File: config.mk
export PLATFORM = sky130hd
export DESIGN_NAME = seven_seg_scan_driver_flat
export DESIGN_NICKNAME = d
export VERILOG_FILES = /design/src/rtl/seven_seg_scan_driver_pkg.sv /design/src/rtl/seven_seg_scan_driver_if.sv /design/src/rtl/seven_seg_scan_driver_decode.sv /design/src/rtl/seven_seg_scan_driver.sv /design/src/flat_wrapper.sv
export SDC_FILE = /design/constraint.sdc
export NUM_CORES = 1
export LEC_CHECK = 0
export CORE_MARGIN = 2
export CORE_UTILIZATION = 40
export DETAILED_ROUTE_END_ITERATION = 8
export GPL_TIMING_DRIVEN = 1
export PLACE_DENSITY = 0.69
export SETUP_SLACK_MARGIN = 0.2
export SLEW_MARGIN = 10
export SYNTH_ARGS = -nofsm -noshare
export SYNTH_HDL_FRONTEND = slang
export SYNTH_HIERARCHICAL = 1
export SYNTH_SLANG_ARGS = --single-unit
export TNS_END_PERCENT = 100
File: constraint.sdc
create_clock -name clk -period 2 [get_ports clk]
set_input_delay 0.6 -clock clk [delete_from_list [all_inputs] [get_ports clk]]
set_output_delay 0.6 -clock clk [all_outputs]
set_load 0.01 [all_outputs]
File: src/rtl/seven_seg_scan_driver_pkg.sv
// Shared constants for the seven-segment scan driver: scan-slot encodings,
// active-low segment patterns {g,f,e,d,c,b,a}, anode constants and the snapshot record.
package seven_seg_pkg;

  localparam logic [1:0] ST_D0 = 2'd0;
  localparam logic [1:0] ST_D1 = 2'd1;
  localparam logic [1:0] ST_D2 = 2'd2;
  localparam logic [1:0] ST_D3 = 2'd3;

  localparam logic [6:0] SEG_BLANK = 7'b1111111;
  localparam logic [6:0] SEG_MINUS = 7'b0111111;

  localparam logic [6:0] SEG_DIGIT [0:9] = '{
    7'b1000000, 7'b1111001, 7'b0100100, 7'b0110000, 7'b0011001,
    7'b0010010, 7'b0000010, 7'b1111000, 7'b0000000, 7'b0010000
  };

  localparam logic [3:0] ANODE_OFF = 4'b1111;

  // One complete frame's worth of inputs, latched together so a frame never mixes values.
  typedef struct packed {
    logic       sign;
    logic [3:0] left;
    logic [3:0] middle;
    logic [3:0] right;
  } snapshot_t;

  function automatic logic [3:0] anode_for(input logic [1:0] slot);
    return ~(4'b0001 << slot);
  endfunction

endpackage

File: src/rtl/seven_seg_scan_driver_if.sv
// Display bundle: BCD digits and sign into the driver, multiplexed anode/segment drive out.
interface seven_seg_scan_driver_if;

  logic [3:0] right_digit;
  logic [3:0] middle_digit;
  logic [3:0] left_digit;
  logic       sign;
  logic [3:0] anode;
  logic [6:0] seg;

  modport master (
    output right_digit, middle_digit, left_digit, sign,
    input  anode, seg
  );

  modport slave (
    input  right_digit, middle_digit, left_digit, sign,
    output anode, seg
  );

endinterface

File: src/rtl/seven_seg_scan_driver_decode.sv
// Combinational BCD to active-low seven-segment decode; values 10-15 decode to blank.
module seven_seg_decode
  import seven_seg_pkg::*;
(
  input  logic [3:0] digit_i,
  output logic [6:0] seg_o
);

  always_comb begin
    seg_o = SEG_BLANK;
    if (digit_i <= 4'd9) begin
      seg_o = SEG_DIGIT[digit_i];
    end
  end

endmodule

File: src/rtl/seven_seg_scan_driver.sv
// Four-slot multiplexed seven-segment scanner with per-slot anti-ghost blanking
// and a frame snapshot. Define LEADING_ZERO_BLANK_EN to suppress leading zeros on D2/D1.
module seven_seg_scan_driver
  import seven_seg_pkg::*;
#(
  parameter int REFRESH_DIV  = 100000,
  parameter int BLANK_CYCLES = 16
) (
  input logic                    clk,
  input logic                    rst,
  seven_seg_scan_driver_if.slave disp
);

  localparam int               CNT_W     = $clog2(REFRESH_DIV);
  localparam logic [CNT_W-1:0] CNT_LAST  = CNT_W'(REFRESH_DIV - 1);
  localparam logic [CNT_W-1:0] CNT_BLANK = CNT_W'(BLANK_CYCLES);

  if (REFRESH_DIV < 4) begin : g_bad_div
    $error("REFRESH_DIV must be at least 4");
  end
  if (BLANK_CYCLES < 0 || BLANK_CYCLES > REFRESH_DIV - 2) begin : g_bad_blank
    $error("BLANK_CYCLES must be in 0..REFRESH_DIV-2");
  end

  logic [CNT_W-1:0] count_q, count_d;
  logic             tick;
  logic [1:0]       state_q, state_d;
  snapshot_t        snap_q, snap_d;
  logic [3:0]       anode_q, anode_d;
  logic [6:0]       seg_q, seg_d;
  logic [3:0]       digit_sel;
  logic [6:0]       digit_seg;
  logic             digit_blank;

  always_comb begin
    tick    = (count_q == CNT_LAST);
    count_d = tick ? '0 : count_q + CNT_W'(1);
  end

  always_comb begin
    state_d = state_q;
    if (tick) begin
      case (state_q)
        ST_D0:   state_d = ST_D1;
        ST_D1:   state_d = ST_D2;
        ST_D2:   state_d = ST_D3;
        default: state_d = ST_D0;
      endcase
    end
  end

  // New inputs are only taken at the frame boundary, so D0..D3 always show the same sample.
  always_comb begin
    snap_d = snap_q;
    if (tick && state_q == ST_D3) begin
      snap_d.sign   = disp.sign;
      snap_d.left   = disp.left_digit;
      snap_d.middle = disp.middle_digit;
      snap_d.right  = disp.right_digit;
    end
  end

  always_comb begin
    case (state_q)
      ST_D0:   digit_sel = snap_q.right;
      ST_D1:   digit_sel = snap_q.middle;
      ST_D2:   digit_sel = snap_q.left;
      default: digit_sel = 4'd0;
    endcase
  end

  seven_seg_decode u_decode (
    .digit_i (digit_sel),
    .seg_o   (digit_seg)
  );

`ifdef LEADING_ZERO_BLANK_EN
  // D1 is only suppressed when D2 was suppressed too; D0 always shows.
  always_comb begin
    case (state_q)
      ST_D2:   digit_blank = (snap_q.left == 4'd0);
      ST_D1:   digit_blank = (snap_q.left == 4'd0) && (snap_q.middle == 4'd0);
      default: digit_blank = 1'b0;
    endcase
  end
`else
  assign digit_blank = 1'b0;
`endif

  always_comb begin
    anode_d = (count_q < CNT_BLANK) ? ANODE_OFF : anode_for(state_q);
    if (state_q == ST_D3) begin
      seg_d = snap_q.sign ? SEG_MINUS : SEG_BLANK;
    end else if (digit_blank) begin
      seg_d = SEG_BLANK;
    end else begin
      seg_d = digit_seg;
    end
  end

  always_ff @(posedge clk) begin
    if (rst) begin
      count_q <= '0;
      state_q <= ST_D0;
      snap_q  <= '0;
      anode_q <= ANODE_OFF;
      seg_q   <= SEG_BLANK;
    end else begin
      count_q <= count_d;
      state_q <= state_d;
      snap_q  <= snap_d;
      anode_q <= anode_d;
      seg_q   <= seg_d;
    end
  end

  assign disp.anode = anode_q;
  assign disp.seg   = seg_q;

endmodule

File: src/flat_wrapper.sv
// flat-port wrapper written by rule: the top's interface ports become plain ports
module seven_seg_scan_driver_flat import seven_seg_pkg::*;
#(
  parameter int REFRESH_DIV  = 100000,
  parameter int BLANK_CYCLES = 16
)
  (clk, rst, disp_right_digit, disp_middle_digit, disp_left_digit, disp_sign, disp_anode, disp_seg);
  seven_seg_scan_driver_if disp_i ();
  input logic clk;
  input logic rst;
  input wire logic [$bits(disp_i.right_digit)-1:0] disp_right_digit;
  input wire logic [$bits(disp_i.middle_digit)-1:0] disp_middle_digit;
  input wire logic [$bits(disp_i.left_digit)-1:0] disp_left_digit;
  input wire logic [$bits(disp_i.sign)-1:0] disp_sign;
  output wire logic [$bits(disp_i.anode)-1:0] disp_anode;
  output wire logic [$bits(disp_i.seg)-1:0] disp_seg;
  assign disp_i.right_digit = disp_right_digit;
  assign disp_i.middle_digit = disp_middle_digit;
  assign disp_i.left_digit = disp_left_digit;
  assign disp_i.sign = disp_sign;
  assign disp_anode = disp_i.anode;
  assign disp_seg = disp_i.seg;
  seven_seg_scan_driver #(.REFRESH_DIV(REFRESH_DIV), .BLANK_CYCLES(BLANK_CYCLES)) u_core (.clk(clk), .rst(rst), .disp(disp_i));
endmodule
==> run_results.csv, run 1 <==
group,metric,value,unit
place,port_buffers,25,
final_layout,synthToLayoutAreaGrowth,32.5,%
global_routing,grt_pass1_vias,1624,
cts,clockBufferDepth,2,
yosys,synth_area,0.00206,mm²
pwr,p_per_area,537,mW/mm²
drt,post_drt_wl_per_cell,12.4,µm
final_layout,fillerInstances,469,
global_routing,grt_start_max_net_pins,20,
pwr,p_switching,0.314,mW
die,floorplan.die_area,0.00574,mm²
yosys,synthArstFlopShare,0,
timing,timing.slew.headroom,0.687,
die,die_w,75.8,µm
cts,worstSkewPairLatency,290,ps
cts,cts_tree,"built",
setup_path,endpoint_kind,"flop",
yosys,synth_edf_count,0,
setup_path,path_max_fanout,4,
timing,achievable-frequency,452,MHz
pwr,p_leak,0.987,nW
setup_path,r2r_setup_slack,-210,ps
status,violations,"negative setup slack",
setup_path,r2r-start,"u_core/state_q[0]",
timing,rsz0062_at_grt,"true",
cts,cts_made_buffers,5,
place,dp_hpwl,3140,µm
status,status,"complete, but fails checks",
drt,wirelength,4400,µm
yosys,synth_area_per_cell,8.77,µm²
cts,h-tree-depth,2,
drt,first_iter_violations,134,
timing,slew_violations,0,
drt,drtAntennaViolNets,0,
global_routing,grt_first_pass_wirelength,7160,µm
timing,finalSetupViolCount,7,
yosys,yosysWarningCount,6,
setup_path,worstPathRequired,2180,ps
die,ios,26,
yosys,syn_inst,235,
final_layout,layoutNonFillerInstCount,355,
die,rows,26,
pwr,p_int,1.15,mW
min_path,hold_path_class,"reg -> reg",
setup_path,arrival,2390,ps
die,fp.dieH,75.8,µm
pwr,clkPwrFrac,0.352,
timing,fin_ws,-214,ps
cts,root_buffer,"clkbuf_8",
pwr,power_frac_comb,0.054,
drt,post-route-drc-count,0,
timing,final.setup.tns,-1270,ps
setup_path,startpoint,"u_core/state_q[0]",
die,initial_utilization,0.409,
setup_path,r2r-end,"u_core/disp.seg[3]",
cts,clock_sinks,43,
drt,via_count,1791,
pwr,pwr-share-seq,0.594,
timing,finalCritPeriodShare,1.11,
global_routing,overflow,0,
flow_run,cap_violations,0,
final_layout,post-route-util,0.541,
final_layout,antennaDiodeCount,0,
drt,firstDrtPassIters,5,
setup_path,cp-start-kind,"flop",
timing,finalHoldViolCount,0,
global_routing,track_usage,0.163,
global_routing,antenna_found_initial,0,
place,gp_congestion,0.825,
timing,worst_pin_slew,467,ps
setup_path,r2r.worst_path.cells,10,
die,design.core.area,0.00504,mm²
cts,hold_buffers,0,
cts,clk_pin_slew_worst_paths,80,ps
drt,viasPerCell,5.05,
timing,finalClockSkew,8.48,ps
place,placed_cells,339,
yosys,ys_types,39,
yosys,ys_seq_elements,43,
yosys,synth_top_flop_cell,"dfxtp_1",
final_layout,drive_gt1_frac,0.221,
final_layout,num-nets-final,310,
pwr,irDropWorstVdd,0.436,mV
yosys,syn_nets,261,
setup_path,critPathKind,"reg -> reg",
setup_path,critPathCapture,"u_core/disp.seg[3]",
timing,finalCriticalPeriod,2210,ps
yosys,ys_seq_area_frac,0.418,
pwr,p_sw_frac,0.214,
==> how the worst min path moves through the flow <==
| stage | start | endpoint | cells past startpoint |
|---|---|---|---|
| floorplan | u_core/count_q[0] | u_core/count_q[0] | 1 |
| global placement | u_core/snap_q[0] | u_core/snap_q[0] | 2 |
| detailed placement | u_core/snap_q[0] | u_core/snap_q[0] | 2 |
| CTS | u_core/snap_q[0] | u_core/snap_q[0] | 2 |
| global route | u_core/snap_q[0] | u_core/snap_q[0] | 2 |
| finish | u_core/snap_q[0] | u_core/snap_q[0] | 2 |
==> area by class of cell <==
cell class	instances	area [µm²]	area share
Inverter	9	36.3	0.0133
Sequential cell	43	868	0.318
Clock inverter	3	15.0	0.00550
Timing Repair Buffer	57	503	0.184
Multi-Input combinational cell	168	1150	0.422
Tap cell	70	87.6	0.0321
Clock buffer	5	68.8	0.0252
==> registers in the layout, indices dropped and copies added (netlist names) <==
| name | flops |
|---|---|
| u_core/snap_q | 13 |
| u_core/disp.anode | 4 |
| u_core/disp.seg | 7 |
| u_core/state_q | 2 |
| u_core/count_q | 17 |
==> per-stage QoR <==
stage	worst slack (ps)	power (mW)	cell area, µm²	hold WS (ps)
global route	-286	1.53	2730	513
detailed placement	-143	0.973	2550	469
CTS	-134	1.49	2690	480
floorplan	15.9	0.921	2130	441
finish	-214	1.47	2730	480
global placement	-85.3	0.973	2550	467
==> worst max-delay path: stages (launching register included) <==
cell and delay, ps:
dfxtp_4 380, inv_4 40, ha_4 160, a222oi_1 400, nor2_1 160, inv_2 150, ha_4 170, o21bai_1 90
a22oi_2 180, o21ai_1 80, or3_1 290
==> Yosys cell counts (2+ instances only) <==
cell / instances / area, µm²
a21oi_1: 21 / 105
a222oi_1: 4 / 40.0
buf_2: 6 / 30.0
buf_4: 2 / 15.0
buf_6: 3 / 33.8
clkbuf_1: 3 / 11.3
dfxtp_1: 43 / 861
ha_1: 11 / 138
inv_1: 9 / 33.8
nand2_1: 10 / 37.5
nand3_1: 6 / 30.0
nand4_1: 20 / 125
nor2_1: 30 / 113
nor3_1: 5 / 25.0
nor4_1: 5 / 31.3
o21ai_0: 6 / 30.0
o21ai_1: 11 / 55.1
or3_1: 7 / 43.8
xnor2_1: 11 / 96.3
xor2_1: 3 / 26.3
==> placed cells by master, fill, tap and decap left out, drive strengths merged, types with 2 or more instances in the layout <==
cell type      netlist  layout
or2                  2       2
nor2                30      30
xor2                 3       3
buf                 12      32
or3                  8       8
dfxtp               43      43
o21ai               17      17
nand2               10      10
ha                  11      11
nand4               21      21
clkbuf               3       5
inv                  9       9
a21oi               21      21
a222oi               4       4
a21o                 2       2
clkdlybuf4s50        0      25
nand3                7       7
xnor2               11      11
nor3                 6       6
nor4                 5       5
clkinv               0       3
==> power by group through the flow <==
stage	clock network [mW]	logic, mW	registers [mW]
final	0.516	0.0795	0.872
after CTS	0.537	0.0808	0.871
after global placement	0	0.0801	0.893
after floorplan	0	0.0246	0.897
after detailed placement	0	0.0802	0.893
after global routing	0.563	0.0892	0.873
==> what timing repair did <==
item                                    4_1_cts  5_1_grt
pin swaps                                     4        5
endpoints found under the setup margin       17        8
cloned                                        0        0
hold endpoints to repair                      0        0
setup buffers                                 5        3
gates resized for setup                       3        2
==> cell families after synthesis <==
family / Yosys count / share of synthesized area
DFF: 43 / 0.418
buffers and inverters: 24 / 0.0619
muxes: 1 / 0.00486
xor gates and xnor gates: 14 / 0.0595
adders and majority gates: 11 / 0.0668
and+or+nand+nor: 92 / 0.241
AOI/OAI and AO/OA: 50 / 0.148
==> layer usage <==
layer	vias up	wire (µm)	GRT usage
met5	-	0	0
met4	0	23	0.0409
met3	2	270	0.0357
met2	48	2190	0.300
met1	813	1910	0.191
li1	928	-	-
Note: power is estimated with default switching activity, not from simulation.
==> inputs of run 2 (changes only) <==
Settings changed: HOLD_SLACK_MARGIN set to 0.06.
==> results of run 2 <==
No change in the layout: final DEF, timing and power equal those of run 1.
==> inputs of run 3 (changes only) <==
Settings changed: GPL_TIMING_DRIVEN 1 to unset, SKIP_CTS_REPAIR_TIMING set to 1.
==> run 3 against run 2 <==
Via count fell by 1.5%. Count of clock-buffer cells in the layout did not move. Clock skew rose by 2.3 ps. Sequential power barely moved. Register-to-register slack improved by 80 ps. Cell area fell by 0.64%. Global-route usage fell by 0.71 points. Non-clock buffer count fell by 2. Sequential share of layout area rose by 0.11 points. Utilization fell by 0.35 points. The run still ends with negative setup slack left. Critical endpoint is now u_core/disp.seg[4].
==> run_results.csv, run 3 (same netlist as run 1, synthesis figures left out) <==
group,metric,value,unit
place,port_buffers,25,
global_routing,track_usage,0.156,
place,placed_cells,339,
status,violations,"negative setup slack",
final_layout,drive_gt1_frac,0.216,
final_layout,antennaDiodeCount,0,
timing,finalCritPeriodShare,1.07,
die,ios,26,
pwr,p_sw_frac,0.215,
timing,slew_violations,0,
global_routing,grt_first_pass_wirelength,6850,µm
status,status,"complete, but fails checks",
setup_path,cp-start-kind,"flop",
pwr,fin_total_pwr,1.47,mW
pwr,irDropWorstVdd,0.436,mV
pwr,power_frac_comb,0.054,
global_routing,antenna_found_initial,0,
pwr,p_switching,0.316,mW
pwr,clkPwrFrac,0.352,
timing,finalHoldViolCount,0,
cts,clockBufferDepth,2,
timing,worst_pin_slew,473,ps
drt,firstDrtPassIters,5,
final_layout,layout_common_cells,"dfxtp_1 (41), buf_4 (29), nor2_1 (27)",
drt,wirelength,4290,µm
die,die_w,75.8,µm
pwr,p_int,1.15,mW
timing,finalClockSkew,10.8,ps
cts,root_buffer,"clkbuf_8",
global_routing,overflow,0,
die,rows,26,
die,initial_utilization,0.409,
place,dp_hpwl,3140,µm
drt,drtAntennaViolNets,0,
cts,clock_sinks,43,
final_layout,fillerInstances,470,
drt,viasPerCell,5.00,
timing,achievable-frequency,468,MHz
drt,first_iter_violations,134,
timing,finalSetupViolCount,7,
timing,finalCriticalPeriod,2140,ps
setup_path,endpoint_kind,"flop",
setup_path,r2r_setup_slack,-140,ps
drt,post-route-drc-count,0,
timing,hold_ws,481,ps
final_layout,synthToLayoutAreaGrowth,31.6,%
pwr,pwr-share-seq,0.594,
place,gp_congestion,0.825,
cts,cts_made_buffers,5,
die,design.core.area,0.00504,mm²
place,place_ws,-143,ps
final_layout,layoutNonFillerInstCount,353,
final_layout,num-nets-final,308,
timing,timing.slew.headroom,0.683,
cts,worstSkewPairLatency,290,ps
drt,via_count,1765,
die,fp.dieH,75.8,µm
timing,fin_ws,-135,ps
cts,h-tree-depth,2,
cts,clk_pin_slew_worst_paths,80,ps
timing,rsz0062_at_grt,"true",
flow_run,cap_violations,0,
global_routing,grt_start_max_net_pins,20,
setup_path,worstPathRequired,2180,ps
pwr,p_per_area,542,mW/mm²
timing,final.setup.tns,-689,ps
min_path,hold_path_class,"reg -> reg",
pwr,p_leak,0.977,nW
cts,cts_tree,"built",
final_layout,regMostFlops,"u_core/count_q",
setup_path,arrival,2310,ps
final_layout,largest_reg_flops,17,
global_routing,grt_pass1_vias,1561,
final_layout,layout_commonest_cell,"dfxtp_1",
drt,post_drt_wl_per_cell,12.2,µm
setup_path,critPathKind,"reg -> reg",
die,floorplan.die_area,0.00574,mm²
setup_path,path_max_fanout,4,
==> run 3: cell count changes in the layout (fill, tap and decap cells not counted), sizes merged <==
cell | previous run | this run
buf | 32 | 30
==> run 3: worst paths after layout <==
check / endpoint / depth (start not counted) / startpoint
worst max-delay path: u_core/disp.seg[4] / 10 / u_core/state_q[0]
worst min-delay path: u_core/snap_q[0] / 2 / u_core/snap_q[0]
worst max register to register: u_core/disp.seg[4] / 10 / u_core/state_q[0]
worst min register to register: u_core/snap_q[0] / 2 / u_core/snap_q[0]
==> run 3: worst max-delay path: stages, from the launching register on <==
cell and delay, ps:
dfxtp_4 380, inv_4 40, ha_4 160, a222oi_1 340, nor2_1 140, inv_2 140
ha_4 170, nor2_2 50, nor2_2 160, a2bb2oi_1 80, or3_1 350
==> run 3: layout make-up <==
class / count / area, µm² / share of cell area
Clock buffer: 5 / 68.8 / 0.0254
Clock inverter: 3 / 15.0 / 0.00554
Inverter: 9 / 36.3 / 0.0134
Multi-Input combinational cell: 168 / 1150 / 0.424
Sequential cell: 43 / 866 / 0.319
Tap cell: 70 / 87.6 / 0.0323
Timing Repair Buffer: 55 / 488 / 0.180
==> run 3: through the flow <==
step / utilization / area, µm²
4_1_cts: 0.522 / 2630
3_5_place_dp: 0.506 / 2550
5_1_grt: 0.538 / 2710
6_report: 0.538 / 2710
2_1_floorplan: - / 2130
3_3_place_gp: 0.506 / 2550
==> run 3: power groups by stage <==
stage	logic, mW	registers [mW]	clock network [mW]
after floorplan	0.0246	0.897	0
after global placement	0.0801	0.893	0
after detailed placement	0.0802	0.893	0
after CTS	0.0808	0.873	0.537
after global routing	0.0892	0.874	0.563
final	0.0794	0.873	0.518
==> run 3: routing by layer <==
layer | up-vias | share of wire | routed length (µm) | GRT usage
met5 | - | 0 | 0 | 0
met2 | 36 | 0.49 | 2110 | 0.281
li1 | 923 | - | - | -
met1 | 804 | 0.45 | 1950 | 0.187
met3 | 2 | 0.048 | 204 | 0.0357
met4 | 0 | 0.0054 | 23 | 0.0409
